--- src/rtl/vx_wb_pkg.sv ---
// Shared definitions for the writeback arbiter slice.
//   - Default warp count, register-index and data widths.
//   - Source encoding used by the round-robin arbiter and the top level.
//   - wb_req_t: one writeback request {warp_num, wb, rd, data}.
//   - wr_en(): the register-write qualifier (x0 is never written).
package vx_wb_pkg;

  localparam int NUM_WARPS_DEF = 8;
  localparam int REG_W         = 5;
  localparam int DATA_W        = 32;
  // warp_num is carried at a fixed maximum width so the struct can live in
  // the package; the top level zero-extends into it.
  localparam int WARP_MAX_W    = 8;

  typedef enum logic {
    SRC_EXE = 1'b0,
    SRC_MEM = 1'b1
  } src_e;

  typedef struct packed {
    logic [WARP_MAX_W-1:0] warp_num;
    logic                  wb;
    logic [REG_W-1:0]      rd;
    logic [DATA_W-1:0]     data;
  } wb_req_t;

  function automatic logic wr_en(input logic wb, input logic [REG_W-1:0] rd);
    return wb && (rd != '0);
  endfunction

endpackage

--- src/rtl/vx_writeback_arbiter_if.sv ---
// Handshake/bus bundle of the writeback arbiter.
//   exe_*  : execute-unit result channel (valid/ready)
//   mem_*  : memory load-response channel (valid/ready)
//   out_*  : shared register-file write port
// Modports:
//   slave  : the arbiter's view (consumes exe/mem, drives readies and out_*)
//   master : the environment's view (drives exe/mem, observes the rest)
interface vx_writeback_arbiter_if #(
  parameter int NUM_WARPS = 8,
  parameter int WARP_W    = $clog2(NUM_WARPS)
);

  logic              exe_valid;
  logic              exe_ready;
  logic [WARP_W-1:0] exe_warp_num;
  logic              exe_wb;
  logic [4:0]        exe_rd;
  logic [31:0]       exe_data;

  logic              mem_valid;
  logic              mem_ready;
  logic [WARP_W-1:0] mem_warp_num;
  logic              mem_wb;
  logic [4:0]        mem_rd;
  logic [31:0]       mem_data;

  logic                 out_valid;
  logic [NUM_WARPS-1:0] out_wb_warp;
  logic [WARP_W-1:0]    out_warp_num;
  logic                 out_write_register;
  logic [4:0]           out_rd;
  logic [31:0]          out_data;

  modport slave (
    input  exe_valid, exe_warp_num, exe_wb, exe_rd, exe_data,
    input  mem_valid, mem_warp_num, mem_wb, mem_rd, mem_data,
    output exe_ready, mem_ready,
    output out_valid, out_wb_warp, out_warp_num, out_write_register, out_rd, out_data
  );

  modport master (
    output exe_valid, exe_warp_num, exe_wb, exe_rd, exe_data,
    output mem_valid, mem_warp_num, mem_wb, mem_rd, mem_data,
    input  exe_ready, mem_ready,
    input  out_valid, out_wb_warp, out_warp_num, out_write_register, out_rd, out_data
  );

endinterface

--- src/rtl/vx_rr_arb2.sv ---
// Two-requester round-robin arbiter (EXE vs MEM).
//   clk, reset   : clock, asynchronous active-low reset
//   req_exe_i    : execute source requesting
//   req_mem_i    : memory source requesting
//   advance_i    : the current grant was consumed this cycle
//   gnt_valid_o  : some source is granted
//   gnt_src_o    : granted source
// last_grant resets to MEM so that EXE wins the first conflict.
module vx_rr_arb2
  import vx_wb_pkg::*;
(
  input  logic clk,
  input  logic reset,
  input  logic req_exe_i,
  input  logic req_mem_i,
  input  logic advance_i,
  output logic gnt_valid_o,
  output src_e gnt_src_o
);

  src_e last_grant_q;
  src_e last_grant_d;

  always_comb begin
    gnt_valid_o = req_exe_i || req_mem_i;
    gnt_src_o   = SRC_EXE;
    if (req_exe_i && req_mem_i) begin
      // On a conflict the source that did not win last time goes first.
      gnt_src_o = (last_grant_q == SRC_EXE) ? SRC_MEM : SRC_EXE;
    end else if (req_mem_i) begin
      gnt_src_o = SRC_MEM;
    end
    // Priority only rotates when a grant is actually consumed.
    last_grant_d = advance_i ? gnt_src_o : last_grant_q;
  end

  always_ff @(posedge clk or negedge reset) begin
    if (!reset) last_grant_q <= SRC_MEM;
    else        last_grant_q <= last_grant_d;
  end

endmodule

--- src/rtl/vx_writeback_arbiter.sv ---
// Writeback arbiter: picks between execute results and load responses,
// registers the winner and drives one shared write port to all warps'
// register files.
//   clk, reset      : clock, asynchronous active-low reset
//   wspawn_busy     : a register file is copying for wspawn; hold the output
//   bus (slave)     : exe/mem request channels and the out_* write port
//   stat_commits    : committed beats that actually wrote a register
//   stat_conflicts  : cycles where both sources were valid
module vx_writeback_arbiter
  import vx_wb_pkg::*;
#(
  parameter int NUM_WARPS = NUM_WARPS_DEF,
  parameter int WARP_W    = $clog2(NUM_WARPS),
  parameter int CNT_W     = 32
) (
  input  logic                 clk,
  input  logic                 reset,
  input  logic                 wspawn_busy,
  vx_writeback_arbiter_if.slave bus,
  output logic [CNT_W-1:0]     stat_commits,
  output logic [CNT_W-1:0]     stat_conflicts
);

  logic    load_en, commit, xfer, gnt_valid;
  src_e    gnt_src;
  wb_req_t exe_req, mem_req, sel_req;

  logic                 out_valid_q, out_valid_d;
  logic [NUM_WARPS-1:0] out_wb_warp_q, out_wb_warp_d;
  logic [WARP_W-1:0]    out_warp_q, out_warp_d;
  logic                 out_wr_q, out_wr_d;
  logic [REG_W-1:0]     out_rd_q, out_rd_d;
  logic [DATA_W-1:0]    out_data_q, out_data_d;
  logic [CNT_W-1:0]     commits_q, commits_d;
  logic [CNT_W-1:0]     conflicts_q, conflicts_d;

  assign exe_req = '{warp_num: WARP_MAX_W'(bus.exe_warp_num), wb: bus.exe_wb,
                     rd: bus.exe_rd, data: bus.exe_data};
  assign mem_req = '{warp_num: WARP_MAX_W'(bus.mem_warp_num), wb: bus.mem_wb,
                     rd: bus.mem_rd, data: bus.mem_data};
  assign sel_req = (gnt_src == SRC_EXE) ? exe_req : mem_req;

  // The register file samples the output in any cycle it is valid and not
  // blocked by wspawn, so the register is free to reload in that same cycle.
  assign commit  = out_valid_q && !wspawn_busy;
  assign load_en = !out_valid_q || !wspawn_busy;

  vx_rr_arb2 u_arb (
    .clk         (clk),
    .reset       (reset),
    .req_exe_i   (bus.exe_valid),
    .req_mem_i   (bus.mem_valid),
    .advance_i   (xfer),
    .gnt_valid_o (gnt_valid),
    .gnt_src_o   (gnt_src)
  );

  // Readies are gated by reset so nothing is accepted while it is asserted.
  assign bus.exe_ready = reset && load_en && gnt_valid && (gnt_src == SRC_EXE);
  assign bus.mem_ready = reset && load_en && gnt_valid && (gnt_src == SRC_MEM);
  assign xfer = (bus.exe_valid && bus.exe_ready) || (bus.mem_valid && bus.mem_ready);

  always_comb begin
    out_valid_d   = out_valid_q;
    out_wb_warp_d = out_wb_warp_q;
    out_warp_d    = out_warp_q;
    out_wr_d      = out_wr_q;
    out_rd_d      = out_rd_q;
    out_data_d    = out_data_q;
    if (xfer) begin
      out_valid_d   = 1'b1;
      out_wb_warp_d = NUM_WARPS'(1) << sel_req.warp_num;
      out_warp_d    = sel_req.warp_num[WARP_W-1:0];
      out_wr_d      = wr_en(sel_req.wb, sel_req.rd);
      out_rd_d      = sel_req.rd;
      out_data_d    = sel_req.data;
    end else if (commit) begin
      // Drained with nothing behind it: deselect every warp; rd/data keep
      // their stale values since nobody looks at them.
      out_valid_d   = 1'b0;
      out_wb_warp_d = '0;
      out_wr_d      = 1'b0;
    end
    commits_d   = commits_q + CNT_W'(commit && out_wr_q);
    conflicts_d = conflicts_q + CNT_W'(bus.exe_valid && bus.mem_valid);
  end

  always_ff @(posedge clk or negedge reset) begin
    if (!reset) begin
      out_valid_q   <= 1'b0;
      out_wb_warp_q <= '0;
      out_warp_q    <= '0;
      out_wr_q      <= 1'b0;
      out_rd_q      <= '0;
      out_data_q    <= '0;
      commits_q     <= '0;
      conflicts_q   <= '0;
    end else begin
      out_valid_q   <= out_valid_d;
      out_wb_warp_q <= out_wb_warp_d;
      out_warp_q    <= out_warp_d;
      out_wr_q      <= out_wr_d;
      out_rd_q      <= out_rd_d;
      out_data_q    <= out_data_d;
      commits_q     <= commits_d;
      conflicts_q   <= conflicts_d;
    end
  end

  assign bus.out_valid          = out_valid_q;
  assign bus.out_wb_warp        = out_wb_warp_q;
  assign bus.out_warp_num       = out_warp_q;
  assign bus.out_write_register = out_wr_q;
  assign bus.out_rd             = out_rd_q;
  assign bus.out_data           = out_data_q;
  assign stat_commits           = commits_q;
  assign stat_conflicts         = conflicts_q;

endmodule

--- src/flat_wrapper.sv ---
// flat-port wrapper written by rule: the top's interface ports become plain ports
module vx_writeback_arbiter_flat import vx_wb_pkg::*;
#(
  parameter int NUM_WARPS = NUM_WARPS_DEF,
  parameter int WARP_W    = $clog2(NUM_WARPS),
  parameter int CNT_W     = 32
)
  (clk, reset, wspawn_busy, stat_commits, stat_conflicts, bus_exe_valid, bus_exe_warp_num, bus_exe_wb, bus_exe_rd, bus_exe_data, bus_mem_valid, bus_mem_warp_num, bus_mem_wb, bus_mem_rd, bus_mem_data, bus_exe_ready, bus_mem_ready, bus_out_valid, bus_out_wb_warp, bus_out_warp_num, bus_out_write_register, bus_out_rd, bus_out_data);
  vx_writeback_arbiter_if #(.NUM_WARPS(NUM_WARPS), .WARP_W(WARP_W)) bus_i ();
  input  logic clk;
  input  logic reset;
  input  logic wspawn_busy;
  output logic [CNT_W-1:0] stat_commits;
  output logic [CNT_W-1:0] stat_conflicts;
  input wire logic [$bits(bus_i.exe_valid)-1:0] bus_exe_valid;
  input wire logic [$bits(bus_i.exe_warp_num)-1:0] bus_exe_warp_num;
  input wire logic [$bits(bus_i.exe_wb)-1:0] bus_exe_wb;
  input wire logic [$bits(bus_i.exe_rd)-1:0] bus_exe_rd;
  input wire logic [$bits(bus_i.exe_data)-1:0] bus_exe_data;
  input wire logic [$bits(bus_i.mem_valid)-1:0] bus_mem_valid;
  input wire logic [$bits(bus_i.mem_warp_num)-1:0] bus_mem_warp_num;
  input wire logic [$bits(bus_i.mem_wb)-1:0] bus_mem_wb;
  input wire logic [$bits(bus_i.mem_rd)-1:0] bus_mem_rd;
  input wire logic [$bits(bus_i.mem_data)-1:0] bus_mem_data;
  output wire logic [$bits(bus_i.exe_ready)-1:0] bus_exe_ready;
  output wire logic [$bits(bus_i.mem_ready)-1:0] bus_mem_ready;
  output wire logic [$bits(bus_i.out_valid)-1:0] bus_out_valid;
  output wire logic [$bits(bus_i.out_wb_warp)-1:0] bus_out_wb_warp;
  output wire logic [$bits(bus_i.out_warp_num)-1:0] bus_out_warp_num;
  output wire logic [$bits(bus_i.out_write_register)-1:0] bus_out_write_register;
  output wire logic [$bits(bus_i.out_rd)-1:0] bus_out_rd;
  output wire logic [$bits(bus_i.out_data)-1:0] bus_out_data;
  assign bus_i.exe_valid = bus_exe_valid;
  assign bus_i.exe_warp_num = bus_exe_warp_num;
  assign bus_i.exe_wb = bus_exe_wb;
  assign bus_i.exe_rd = bus_exe_rd;
  assign bus_i.exe_data = bus_exe_data;
  assign bus_i.mem_valid = bus_mem_valid;
  assign bus_i.mem_warp_num = bus_mem_warp_num;
  assign bus_i.mem_wb = bus_mem_wb;
  assign bus_i.mem_rd = bus_mem_rd;
  assign bus_i.mem_data = bus_mem_data;
  assign bus_exe_ready = bus_i.exe_ready;
  assign bus_mem_ready = bus_i.mem_ready;
  assign bus_out_valid = bus_i.out_valid;
  assign bus_out_wb_warp = bus_i.out_wb_warp;
  assign bus_out_warp_num = bus_i.out_warp_num;
  assign bus_out_write_register = bus_i.out_write_register;
  assign bus_out_rd = bus_i.out_rd;
  assign bus_out_data = bus_i.out_data;
  vx_writeback_arbiter #(.NUM_WARPS(NUM_WARPS), .WARP_W(WARP_W), .CNT_W(CNT_W)) u_core (.clk(clk), .reset(reset), .wspawn_busy(wspawn_busy), .bus(bus_i), .stat_commits(stat_commits), .stat_conflicts(stat_conflicts));
endmodule
--- config.mk ---
export PLATFORM = sky130hd
export DESIGN_NAME = vx_writeback_arbiter_flat
export DESIGN_NICKNAME = d
export VERILOG_FILES = /design/src/rtl/vx_wb_pkg.sv /design/src/rtl/vx_writeback_arbiter_if.sv /design/src/rtl/vx_rr_arb2.sv /design/src/rtl/vx_writeback_arbiter.sv /design/src/flat_wrapper.sv
export SDC_FILE = /design/constraint.sdc
export NUM_CORES = 1
export LEC_CHECK = 0
export BUFFER_PORTS_ARGS = -buffer_cell sky130_fd_sc_hd__buf_2
export CORE_ASPECT_RATIO = 0.7
export CORE_MARGIN = 4
export CORE_UTILIZATION = 53
export CTS_CLUSTER_DIAMETER = 150
export DETAILED_ROUTE_END_ITERATION = 16
export PLACE_DENSITY_LB_ADDON = 0.2
export SYNTH_ARGS = -nofsm -noshare
export SYNTH_HDL_FRONTEND = slang
export SYNTH_HIERARCHICAL = 1
export SYNTH_SLANG_ARGS = --single-unit
export TNS_END_PERCENT = 100
--- constraint.sdc ---
create_clock -name clk -period 3.3 [get_ports clk]
set_clock_uncertainty 0.05 [all_clocks]
set_input_delay 0.66 -clock clk [delete_from_list [all_inputs] [get_ports clk]]
set_output_delay 0.66 -clock clk [all_outputs]
set_load 0.03 [all_outputs]
==> reports/results.ini <==
[status]
status=finished, final reports clean

[floorplanning]
core_um2=9325
die_h_um=90.94
start_util=0.5586
dieArea_um2=11500
placementRows=29
fp.dieW_um=126.5
pin_count=203

[critical_path]
worstRegToRegCells=7
critical-path-max-stage-delay_ps=580
r2r-start=u_core/bus.out_valid
r2r_slack_ps=770
crit_type=input pin to flip-flop
cp_slowest_cell=or4_1
cp_common_cell=ha_1
cp-end-kind=flip-flop
crit_fanout=8
critPathLaunchType=input pin
r2r-end=u_core/stat_commits[30]
worstPathRequired_ps=3560
path_cells=buf_2 -> inv_1 -> and3_1 -> ha_1 -> ha_1 -> nand4_1 -> or4_1 -> nor4_1 -> xor2_1
arrival_ps=2810

[clocking]
cts_buffer_depth=2
cts_tree=done
htree_levels=4
cts_resized=0
root_buffer=clkbuf_16
hold_buffers=0
clk_latency_ps=400
clk_pin_slew_worst_paths_ps=50
numCtsBuffers=17
post-cts-setup-buffers=0
cts_sinks=115

[global_route]
grt_pass1_vias=4416
grt_max_degree=65
antenna_found_initial=0
overflow=0
grtUsageTotal=0.2385
grt_pass1_wl_um=21940

[logic_synthesis]
synth_cell_types=34
seq_area_frac_synth=0.5527
yosys_warnings=6
syn_area_um2=5209
ys_seq_elements=115
synthCells=478
syn_nets=570
syn_avg_cell_area_um2=10.90

[detailed_routing]
drt_iter0_markers=308
first_pass_iters=7
vias=4413
drc=0
routedWlPerCell_um=16.45
viasPerCell=5.343
wirelength_um=13580
ant_nets=0

[sta]
period_share=0.7737
worst_pin_slew_ps=795.2
setup-tns-final_ps=0
fin_crit_ps=2553
drv_slew=0
max_freq_mhz=391.7
hold_viol_final=0
slew_headroom=0.4698
final-setup-viol-count=0
rsz0062_at_grt=no
worst_slack_ps=746.9

[finish]
instances_no_fill=826
layout_common_cells=buf_2 (201), dfrtp_1 (114), nand2_1 (62)
layout_commonest_cell=buf_2
fill_cells=645
area_growth_pct=33.92
fin_util=0.7480
multi_input_area_um2=2245
nNetsFinal=782
drive_above_1_share=0.3533
diodes=0
seqCellArea_um2=2879

[power_and_ir_drop]
power_leakage_nw=3.732
p_per_area_nw_per_um2=668.1
ir_drop_mv=0.4245
finalPower_w=0.004660

[place]
dp_hpwl_um=9994
gp_congestion=0.8468
numPortBuffers=202
pre_cts_ws_ps=391.6
placed_cells_incl_taps=795

[hold_path]
min_path_type=input pin to async pin

[job]
maxCapViolations=0

==> through the flow <==
stage	cell area, µm²	hold WS, ps
floorplan	5209	314.4
global placement	6382	402.9
detailed placement	6382	407.6
CTS	6975	398.1
global route	6975	416.0
finish	6975	377.5
==> state kept, by name (all words and copies together) (netlist names) <==
| signal | flops |
|---|---|
| u_core/bus.out_data | 32 |
| u_core/stat_commits | 32 |
| u_core/stat_conflicts | 32 |
| u_core/bus.out_wb_warp | 8 |
| u_core/bus.out_rd | 5 |
| u_core/bus.out_warp_num | 3 |
| u_core/bus.out_valid | 1 |
| u_core/bus.out_write_register | 1 |
| u_core/u_arb/last_grant_q | 1 |
==> power breakdown <==
| part | internal [W] | switching, W | leakage [nW] | total (W) |
|---|---|---|---|---|
| clock network | 0.00122 | 0.000608 | 0.285 | 0.00182 |
| logic | 0.000326 | 0.000738 | 1.94 | 0.00106 |
| registers | 0.00162 | 0.000153 | 1.51 | 0.00177 |
| total | 0.00316 | 0.00150 | 3.73 | 0.00466 |
==> critical path, delay by kind of cell <==
family        cells  cell delay (ps)
xor+xnor          1              210
simple gates      4             1330
buf+inv           2              180
fa+ha+maj         2              420
==> synthesized netlist by cell type, drive strengths merged <==
cell	number	share of area
nor3	12	0.012
nor2b	3	0.0036
or2	4	0.0048
and3	8	0.0096
nor2	15	0.011
mux2	2	0.0050
buf	6	0.0050
xnor2	31	0.052
nand3	25	0.024
nor3b	1	0.0014
clkbuf	10	0.0072
dfstp	1	0.0050
and2	6	0.0072
a22o	9	0.015
nand2	62	0.045
a21boi	1	0.0022
ha	5	0.012
o21ai	41	0.039
inv	10	0.0072
o211ai	1	0.0014
nor4	11	0.014
or4	3	0.0043
and4	7	0.012
mux2i	40	0.077
nand4	19	0.024
dfrtp	114	0.55
xor2	29	0.049
a21oi	2	0.0026
==> layout make-up <==
| type | count | share of cell area |
|---|---|---|
| inverters | 10 | 0.005381 |
| clock buffers | 21 | 0.06601 |
| multi-input cells | 337 | 0.3218 |
| flip-flops and latches | 115 | 0.4127 |
| well taps | 124 | 0.02224 |
| repair buffers | 209 | 0.1528 |
| clock inverters | 10 | 0.01901 |
==> worst max-delay path by stage <==
stage	startpoint	to	slack (ps)	cells after the start
3_3_place_gp	wspawn_busy	u_core/stat_commits[24]	510	9
6_report	wspawn_busy	u_core/stat_commits[30]	750	9
2_1_floorplan	bus_mem_valid	bus_mem_ready	650	5
4_1_cts	wspawn_busy	u_core/stat_commits[30]	760	9
3_5_place_dp	wspawn_busy	u_core/stat_commits[30]	390	9
5_1_grt	wspawn_busy	u_core/stat_commits[30]	570	9
==> kinds of logic after synthesis <==
group                      Yosys count  share of synthesized area
buffers and inverters               26                    0.01946
DFF                                115                     0.5527
adders and majority gates            5                    0.01201
muxes                               42                    0.08191
xor gates and xnor gates            60                     0.1009
AOI/OAI and AO/OA                   54                    0.06077
and+or+nand+nor                    176                     0.1722
==> layer usage <==
| layer | global-route usage | part of all wire |
|---|---|---|
| met1 | 0.3115 | 0.43 |
| met2 | 0.3878 | 0.49 |
| met3 | 0.05572 | 0.064 |
| met4 | 0.09643 | 0.020 |
| met5 | 0 | 0 |
Note: power is estimated with default switching activity, not from simulation.
